`config.mk`:
```
export PLATFORM = sky130hd
export DESIGN_NAME = mobo_bus_arb
export DESIGN_NICKNAME = d
export VERILOG_FILES = /design/src/rtl/mobo_bus_arb.sv
export SDC_FILE = /design/constraint.sdc
export NUM_CORES = 1
export LEC_CHECK = 0
export BUFFER_PORTS_ARGS = -buffer_cell sky130_fd_sc_hd__buf_2
export CAP_MARGIN = 20
export CORE_AREA = 2 2 105 107
export CTS_BUF_LIST = sky130_fd_sc_hd__clkbuf_2
export DETAILED_ROUTE_END_ITERATION = 12
export DIE_AREA = 0 0 107 109
export GPL_TIMING_DRIVEN = 0
export HOLD_SLACK_MARGIN = 0.12
export PLACE_DENSITY = 0.82
export SKIP_LAST_GASP = 1
export SLEW_MARGIN = 40
export SYNTH_ARGS = -nofsm -noshare
export SYNTH_HDL_FRONTEND = slang
export SYNTH_SLANG_ARGS = --single-unit
```
`constraint.sdc`:
```
create_clock -name clk -period 8.5 [get_ports clk]
set_input_delay 0 -clock clk [delete_from_list [all_inputs] [get_ports clk]]
set_output_delay 0 -clock clk [all_outputs]
set_load 0.02 [all_outputs]
```
`src/rtl/mobo_bus_arb.sv`:
```
// mobo_bus_arb: arbitrates N_CH requesters onto one single-port RAM with WAIT_CYC wait states.
// Define MOBO_BUS_RR_EN for round-robin arbitration; otherwise the lowest-index requester wins.
module mobo_bus_arb #(
   parameter int DATA_W   = 32,
   parameter int ADDR_W   = 32,
   parameter int N_CH     = 2,
   parameter int WAIT_CYC = 1
) (
   input  logic                     clk,
   input  logic                     rst,
   input  logic [N_CH-1:0]          ch_req,
   input  logic [N_CH-1:0]          ch_we,
   input  logic [N_CH*ADDR_W-1:0]   ch_addr,
   input  logic [N_CH*DATA_W-1:0]   ch_wdata,
   output logic [N_CH-1:0]          ch_ack,
   output logic [DATA_W-1:0]        ch_rdata,
   output logic [ADDR_W-1:0]        ram_addr,
   output logic [DATA_W-1:0]        ram_wdata,
   input  logic [DATA_W-1:0]        ram_rdata,
   output logic                     ram_rd,
   output logic                     ram_wr,
   output logic                     busy
);

   localparam int              GW        = (N_CH > 1) ? $clog2(N_CH) : 1;
   localparam logic [7:0]      WAIT_LAST = 8'(WAIT_CYC);
   localparam logic [N_CH-1:0] ACK_ONE   = N_CH'(1);

   typedef enum logic [1:0] {
      IDLE   = 2'd0,
      ACCESS = 2'd1,
      DONE   = 2'd2
   } state_t;

   state_t              state_r, state_s;
   logic [7:0]          cnt_r, cnt_s;
   logic [GW-1:0]       grant_r, grant_s;
   logic                we_r, we_s;
   logic [ADDR_W-1:0]   ram_addr_r, ram_addr_s;
   logic [DATA_W-1:0]   ram_wdata_r, ram_wdata_s;
   logic                ram_rd_r, ram_rd_s;
   logic                ram_wr_r, ram_wr_s;
   logic [N_CH-1:0]     ch_ack_r, ch_ack_s;
   logic [DATA_W-1:0]   ch_rdata_r, ch_rdata_s;
   logic                busy_r, busy_s;

   logic                found_s;
   logic [GW-1:0]       win_s;
   logic                win_we_s;
   logic [ADDR_W-1:0]   win_addr_s;
   logic [DATA_W-1:0]   win_wdata_s;

`ifdef MOBO_BUS_RR_EN
   logic [GW-1:0]       rr_ptr_r;

   // Round-robin winner: first sweep channels above the last grant, then wrap to the rest
   always_comb begin
      found_s     = 1'b0;
      win_s       = '0;
      win_we_s    = 1'b0;
      win_addr_s  = '0;
      win_wdata_s = '0;
      for (int i = 0; i < N_CH; i++) begin
         if (!found_s && ch_req[i] && (GW'(i) > rr_ptr_r)) begin
            found_s     = 1'b1;
            win_s       = GW'(i);
            win_we_s    = ch_we[i];
            win_addr_s  = ch_addr[i*ADDR_W +: ADDR_W];
            win_wdata_s = ch_wdata[i*DATA_W +: DATA_W];
         end else begin
            found_s     = found_s;
         end
      end
      for (int i = 0; i < N_CH; i++) begin
         if (!found_s && ch_req[i] && (GW'(i) <= rr_ptr_r)) begin
            found_s     = 1'b1;
            win_s       = GW'(i);
            win_we_s    = ch_we[i];
            win_addr_s  = ch_addr[i*ADDR_W +: ADDR_W];
            win_wdata_s = ch_wdata[i*DATA_W +: DATA_W];
         end else begin
            found_s     = found_s;
         end
      end
   end

   // Pointer remembers the last grant so the search starts just after it
   always_ff @(posedge clk or posedge rst) begin
      if (rst) begin
         rr_ptr_r <= GW'(N_CH - 1);
      end else if (state_r == IDLE && found_s) begin
         rr_ptr_r <= win_s;
      end else begin
         rr_ptr_r <= rr_ptr_r;
      end
   end
`else
   // Fixed-priority winner: lowest-index requesting channel
   always_comb begin
      found_s     = 1'b0;
      win_s       = '0;
      win_we_s    = 1'b0;
      win_addr_s  = '0;
      win_wdata_s = '0;
      for (int i = 0; i < N_CH; i++) begin
         if (!found_s && ch_req[i]) begin
            found_s     = 1'b1;
            win_s       = GW'(i);
            win_we_s    = ch_we[i];
            win_addr_s  = ch_addr[i*ADDR_W +: ADDR_W];
            win_wdata_s = ch_wdata[i*DATA_W +: DATA_W];
         end else begin
            found_s     = found_s;
         end
      end
   end
`endif

   // Next-state and next-output logic; strobes and ack are computed one cycle ahead so they leave flops
   always_comb begin
      state_s     = state_r;
      cnt_s       = cnt_r;
      grant_s     = grant_r;
      we_s        = we_r;
      ram_addr_s  = ram_addr_r;
      ram_wdata_s = ram_wdata_r;
      ram_rd_s    = 1'b0;
      ram_wr_s    = 1'b0;
      ch_ack_s    = '0;
      ch_rdata_s  = ch_rdata_r;
      case (state_r)
         IDLE: begin
            if (found_s) begin
               state_s     = ACCESS;
               cnt_s       = 8'd0;
               grant_s     = win_s;
               we_s        = win_we_s;
               ram_addr_s  = win_addr_s;
               ram_wdata_s = win_wdata_s;
               ram_rd_s    = ~win_we_s;
               ram_wr_s    = win_we_s;
            end else begin
               state_s     = IDLE;
            end
         end
         ACCESS: begin
            if (cnt_r == WAIT_LAST) begin
               state_s  = DONE;
               ch_ack_s = ACK_ONE << grant_r;
               if (!we_r) begin
                  ch_rdata_s = ram_rdata;
               end else begin
                  ch_rdata_s = ch_rdata_r;
               end
            end else begin
               cnt_s    = cnt_r + 8'd1;
               ram_rd_s = ~we_r;
               ram_wr_s = we_r;
            end
         end
         DONE: begin
            state_s = IDLE;
         end
         default: begin
            state_s = IDLE;
         end
      endcase
      busy_s = (state_s != IDLE);
   end

   // State and output registers; reset aborts any access in flight without an ack
   always_ff @(posedge clk or posedge rst) begin
      if (rst) begin
         state_r     <= IDLE;
         cnt_r       <= 8'd0;
         grant_r     <= '0;
         we_r        <= 1'b0;
         ram_addr_r  <= '0;
         ram_wdata_r <= '0;
         ram_rd_r    <= 1'b0;
         ram_wr_r    <= 1'b0;
         ch_ack_r    <= '0;
         ch_rdata_r  <= '0;
         busy_r      <= 1'b0;
      end else begin
         state_r     <= state_s;
         cnt_r       <= cnt_s;
         grant_r     <= grant_s;
         we_r        <= we_s;
         ram_addr_r  <= ram_addr_s;
         ram_wdata_r <= ram_wdata_s;
         ram_rd_r    <= ram_rd_s;
         ram_wr_r    <= ram_wr_s;
         ch_ack_r    <= ch_ack_s;
         ch_rdata_r  <= ch_rdata_s;
         busy_r      <= busy_s;
      end
   end

   assign ch_ack    = ch_ack_r;
   assign ch_rdata  = ch_rdata_r;
   assign ram_addr  = ram_addr_r;
   assign ram_wdata = ram_wdata_r;
   assign ram_rd    = ram_rd_r;
   assign ram_wr    = ram_wr_r;
   assign busy      = busy_r;

endmodule

```
==> flow_summary.json, run 1 <==
{
  "ys_seq_area_share_pct": 59.54,
  "outcome": "aborted with a tool error",
  "cts-root-buf": "clkbuf_2",
  "synth.avg_cell_area_um2": 13.19,
  "die_w_um": 107,
  "async_flop_share_pct": 100.0,
  "yosys.area.top_type": "dfrtp_1",
  "synthFlopType": "dfrtp_1",
  "synth-edff-count": 0,
  "ios": 267,
  "dp_hpwl_um": 10210,
  "cts_buffer_depth": 2,
  "tool.error": "[ERROR RSZ-0060] Max buffer count reached.",
  "ctsHoldBuffers": 162,
  "die_h_um": 109,
  "cts_buffers": 17,
  "yosys.cell_types.count": 36,
  "synth.most_common_cell": "dfrtp_1",
  "synth-seq-cells": 113,
  "gp_congestion": 0.8698,
  "netlist_top_cells_count": "dfrtp_1 (113), inv_1 (69), a222oi_1 (64), mux2_4 (30), buf_2 (13)",
  "syn-instance-count": 360,
  "failing_step": "4_1_cts",
  "rows": 38,
  "pre_cts_slack_ns": 6.490,
  "port_buffers": 266,
  "htreeDepth": 4,
  "yosysWarnings": 0,
  "postCtsSetupRepairBufs": 0,
  "synth_top_area_share_pct": 59.54,
  "syn_area_mm2": 0.004750,
  "synth_area_leaders": "dfrtp_1 (60%), a222oi_1 (13%), mux2_4 (9.5%), inv_1 (5.5%), buf_2 (1.4%)",
  "ctsResizeCount": 0,
  "start_util_pct": 44.80,
  "syn_nets": 528,
  "clock_sinks": 113
}
## through the flow
| stage | util [%] | hold WS [ns] | std cells | area (um2) |
|---|---|---|---|---|
| detailed placement | 59.33 | 0.01811 | 767 | 6291 |
| global placement | 59.00 | 0.2106 | 766 | 6256 |
| floorplan | - | 0.1212 | 360 | 4750 |
## cells by family after synthesis
group,Yosys count,synth area share [%]
DFF,113,59.54
buffers and inverters,94,8.799
AOI/OAI and AO/OA,88,16.49
muxes,32,9.958
and+or+nand+nor,30,4.505
adders and majority gates,2,0.5268
xor gates and xnor gates,1,0.1844
==> inputs of run 2 (changes only) <==
CORE_AREA = unset   (was 2 2 105 107)
CORE_MARGIN = 2   (was unset)
CORE_UTILIZATION = 38   (was unset)
CTS_BUF_LIST = unset   (was sky130_fd_sc_hd__clkbuf_2)
DIE_AREA = unset   (was 0 0 107 109)
HOLD_SLACK_MARGIN = unset   (was 0.12)
PLACE_DENSITY = unset   (was 0.82)
PLACE_DENSITY_LB_ADDON = 0.15   (was unset)
==> flow_summary.json, run 2 <==
{
  "async_flop_share_pct": 100.0,
  "cts_buffer_depth": 2,
  "grt_pass1_vias": 5394,
  "period_share_pct": 29.53,
  "via_count": 5060,
  "synth_top_area_share_pct": 59.54,
  "postRouteAntennaNets": 0,
  "setup_ws_ns": 5.990,
  "tightest_slew_ns": 0.6258,
  "power.leakage_nw": 4.492,
  "grt_pass1_wl_um": 27500,
  "cp-start-kind": "flop",
  "r2r_start": "state_r[0]",
  "die_w_um": 115.8,
  "rows": 40,
  "htreeDepth": 4,
  "setup_tns_ns": 0,
  "final_common_cell": "buf_2",
  "maxCapViolCount": 0,
  "layout-drive-gt1-share_pct": 42.68,
  "cts.clk_slew.worst_paths_ns": 0.05,
  "critPathKind": "flop to flop",
  "synth.most_common_cell": "dfrtp_1",
  "grt_max_degree": 79,
  "fin_crit_ns": 2.510,
  "end_kind": "flop",
  "crit_path_max_incr_delay_ns": 0.62,
  "synth-edff-count": 0,
  "min-delay-path-class": "input port to flop",
  "rsz0062_at_grt": "no",
  "fmax_mhz": 398.4,
  "hold-path-cell-count": 4,
  "dr.first_iter.drc_count": 639,
  "coreArea_mm2": 0.01211,
  "pwr_density_cell_mw_per_mm2": 384.0,
  "finalHoldViolCount": 0,
  "arrival_ns": 2.86,
  "cp_cell_sequence": "nor2_1, and2_1, clkbuf_1, clkbuf_1, a222oi_1, dlygate4sd3_1, inv_1",
  "port_buffers": 266,
  "diodes": 0,
  "synth-seq-cells": 113,
  "firstDrtPassIters": 9,
  "dp_hpwl_um": 10340,
  "antenna_found_initial": 0,
  "die_h_um": 115.8,
  "cts-root-buf": "clkbuf_16",
  "cp_num_buf_inv": 4,
  "syn_area_mm2": 0.004750,
  "gp_congestion": 0.7716,
  "clock_sinks": 113,
  "slew_violations": 0,
  "crit_required_ns": 8.85,
  "yosys.area.top_type": "dfrtp_1",
  "yosys.cell_types.count": 36,
  "netlist_top_cells_count": "dfrtp_1 (113), inv_1 (69), a222oi_1 (64), mux2_4 (30), buf_2 (13)",
  "fp.dieArea_mm2": 0.01341,
  "final_cell_mix": "buf_2 (279), dlygate4sd3_1 (163), dfrtp_1 (113), inv_1 (68), a222oi_1 (64)",
  "worstSetupStartpoint": "state_r[0]",
  "wl_per_cell_um": 18.11,
  "fin_nets": 977,
  "area_growth_pct": 80.29,
  "pre_cts_slack_ns": 6.613,
  "grt_overflow_total": 0,
  "relSlewSlack_pct": 58.00,
  "route.detailed.drc": 0,
  "r2r-end": "ram_addr[10]",
  "cp_slowest_cell": "dlygate4sd3_1",
  "reg2reg_slack_ns": 5.99,
  "path_common_cell": "clkbuf_1",
  "viasPerCell": 5.121,
  "ctsResizeCount": 0,
  "wirelength_um": 17900,
  "synth_area_leaders": "dfrtp_1 (60%), a222oi_1 (13%), mux2_4 (9.5%), inv_1 (5.5%), buf_2 (1.4%)",
  "fin_util_pct": 70.70,
  "start_util_pct": 39.21,
  "ys_seq_area_share_pct": 59.54,
  "vdd_drop_max_mv": 0.1924,
  "yosysWarnings": 0,
  "ios": 267,
  "cts_buffers": 17,
  "final.setup_skew_ns": 0.009733,
  "critPathTopFamily": "buffers and inverters",
  "outcome": "finished clean",
  "syn-instance-count": 360,
  "clkLatencyLatePin_ns": 0.41,
  "cts_tree": "done",
  "n_fill_cell": 857,
  "synth.avg_cell_area_um2": 13.19,
  "hold_path_startpoint": "ch_req[1]",
  "grt_usage_pct": 27.13,
  "syn_nets": 528,
  "setup_violations": 0,
  "r2r_cells": 7,
  "hold-path-endpoint": "busy",
  "cp_max_fo": 10,
  "synthFlopType": "dfrtp_1"
}
## run 2: cell counts after synthesis
Identical to the previous run, type by type.
## run 2: worst register-to-register path, delay by kind of cell (launching register included)
kind | cells | cell delay [ns]
buffers and inverters | 4 | 1.54
DFF | 1 | 0.43
and+or+nand+nor | 2 | 0.32
AOI/OAI and AO/OA | 1 | 0.16
## run 2: how the worst max path moves through the flow
stage / endpoint / cells after the start
detailed placement: ram_wdata[5] / 6
floorplan: busy / 1
finish: ram_addr[10] / 7
global placement: ram_addr[0] / 2
global route: ram_addr[7] / 7
CTS: ram_addr[2] / 7
## run 2: what timing repair did
action | in CTS | in global routing
buffers inserted | 0 | 0
hold buffers | 163 | 0
endpoints found under the setup margin | 0 | 0
endpoints found under the hold margin | 211 | 0
## run 2: where the power goes
group | internal (W) | total (W) | switching, W
logic | 0.000769 | 0.00160 | 0.000834
clock network | 0.000495 | 0.000729 | 0.000234
registers | 0.000793 | 0.000956 | 0.000163
## run 2: per-layer routing
metal / GRT usage [%] / wire, um
met1: 30.69 / 6529
met2: 46.55 / 9146
met3: 9.048 / 1695
met4: 12.54 / 524
met5: 0 / 0
## run 2: layout make-up
class | count | area (um2) | share of cell area [%]
timing repair buffer | 430 | 2990 | 34.92
sequential | 113 | 2828 | 33.02
multi-input combinational | 153 | 1504 | 17.56
clock buffer | 25 | 505.5 | 5.903
inverter | 69 | 266.5 | 3.112
tap | 168 | 210.2 | 2.455
buffer | 25 | 158.9 | 1.856
clock inverter | 5 | 100.1 | 1.169
## run 2: kinds of logic (layout without fill, tap and decap cells)
group	after synthesis	in the layout	share of synthesized area, %
buffers and inverters	94	554	8.799
AND/OR/NAND/NOR	30	30	4.505
multiplexers	32	32	9.958
flip-flops	113	113	59.54
adder cells (fa/ha/maj)	2	2	0.5268
AO/OA/AOI/OAI	88	88	16.49
XOR/XNOR	1	1	0.1844
## run 2: through the flow
| step | std cells | instance area (um2) | hold WS [ns] | total power [W] |
|---|---|---|---|---|
| finish | 988 | 8563 | 0.07594 | 0.003288 |
| global route | 988 | 8563 | 0.08125 | 0.003465 |
| CTS | 988 | 8563 | 0.04748 | 0.003242 |
| detailed placement | 795 | 6326 | -0.01005 | 0.002190 |
| global placement | 794 | 6291 | 0.2113 | 0.002165 |
| floorplan | 360 | 4750 | 0.1212 | 0.001752 |
No activity file was read; power rests on OpenSTA's default activity.
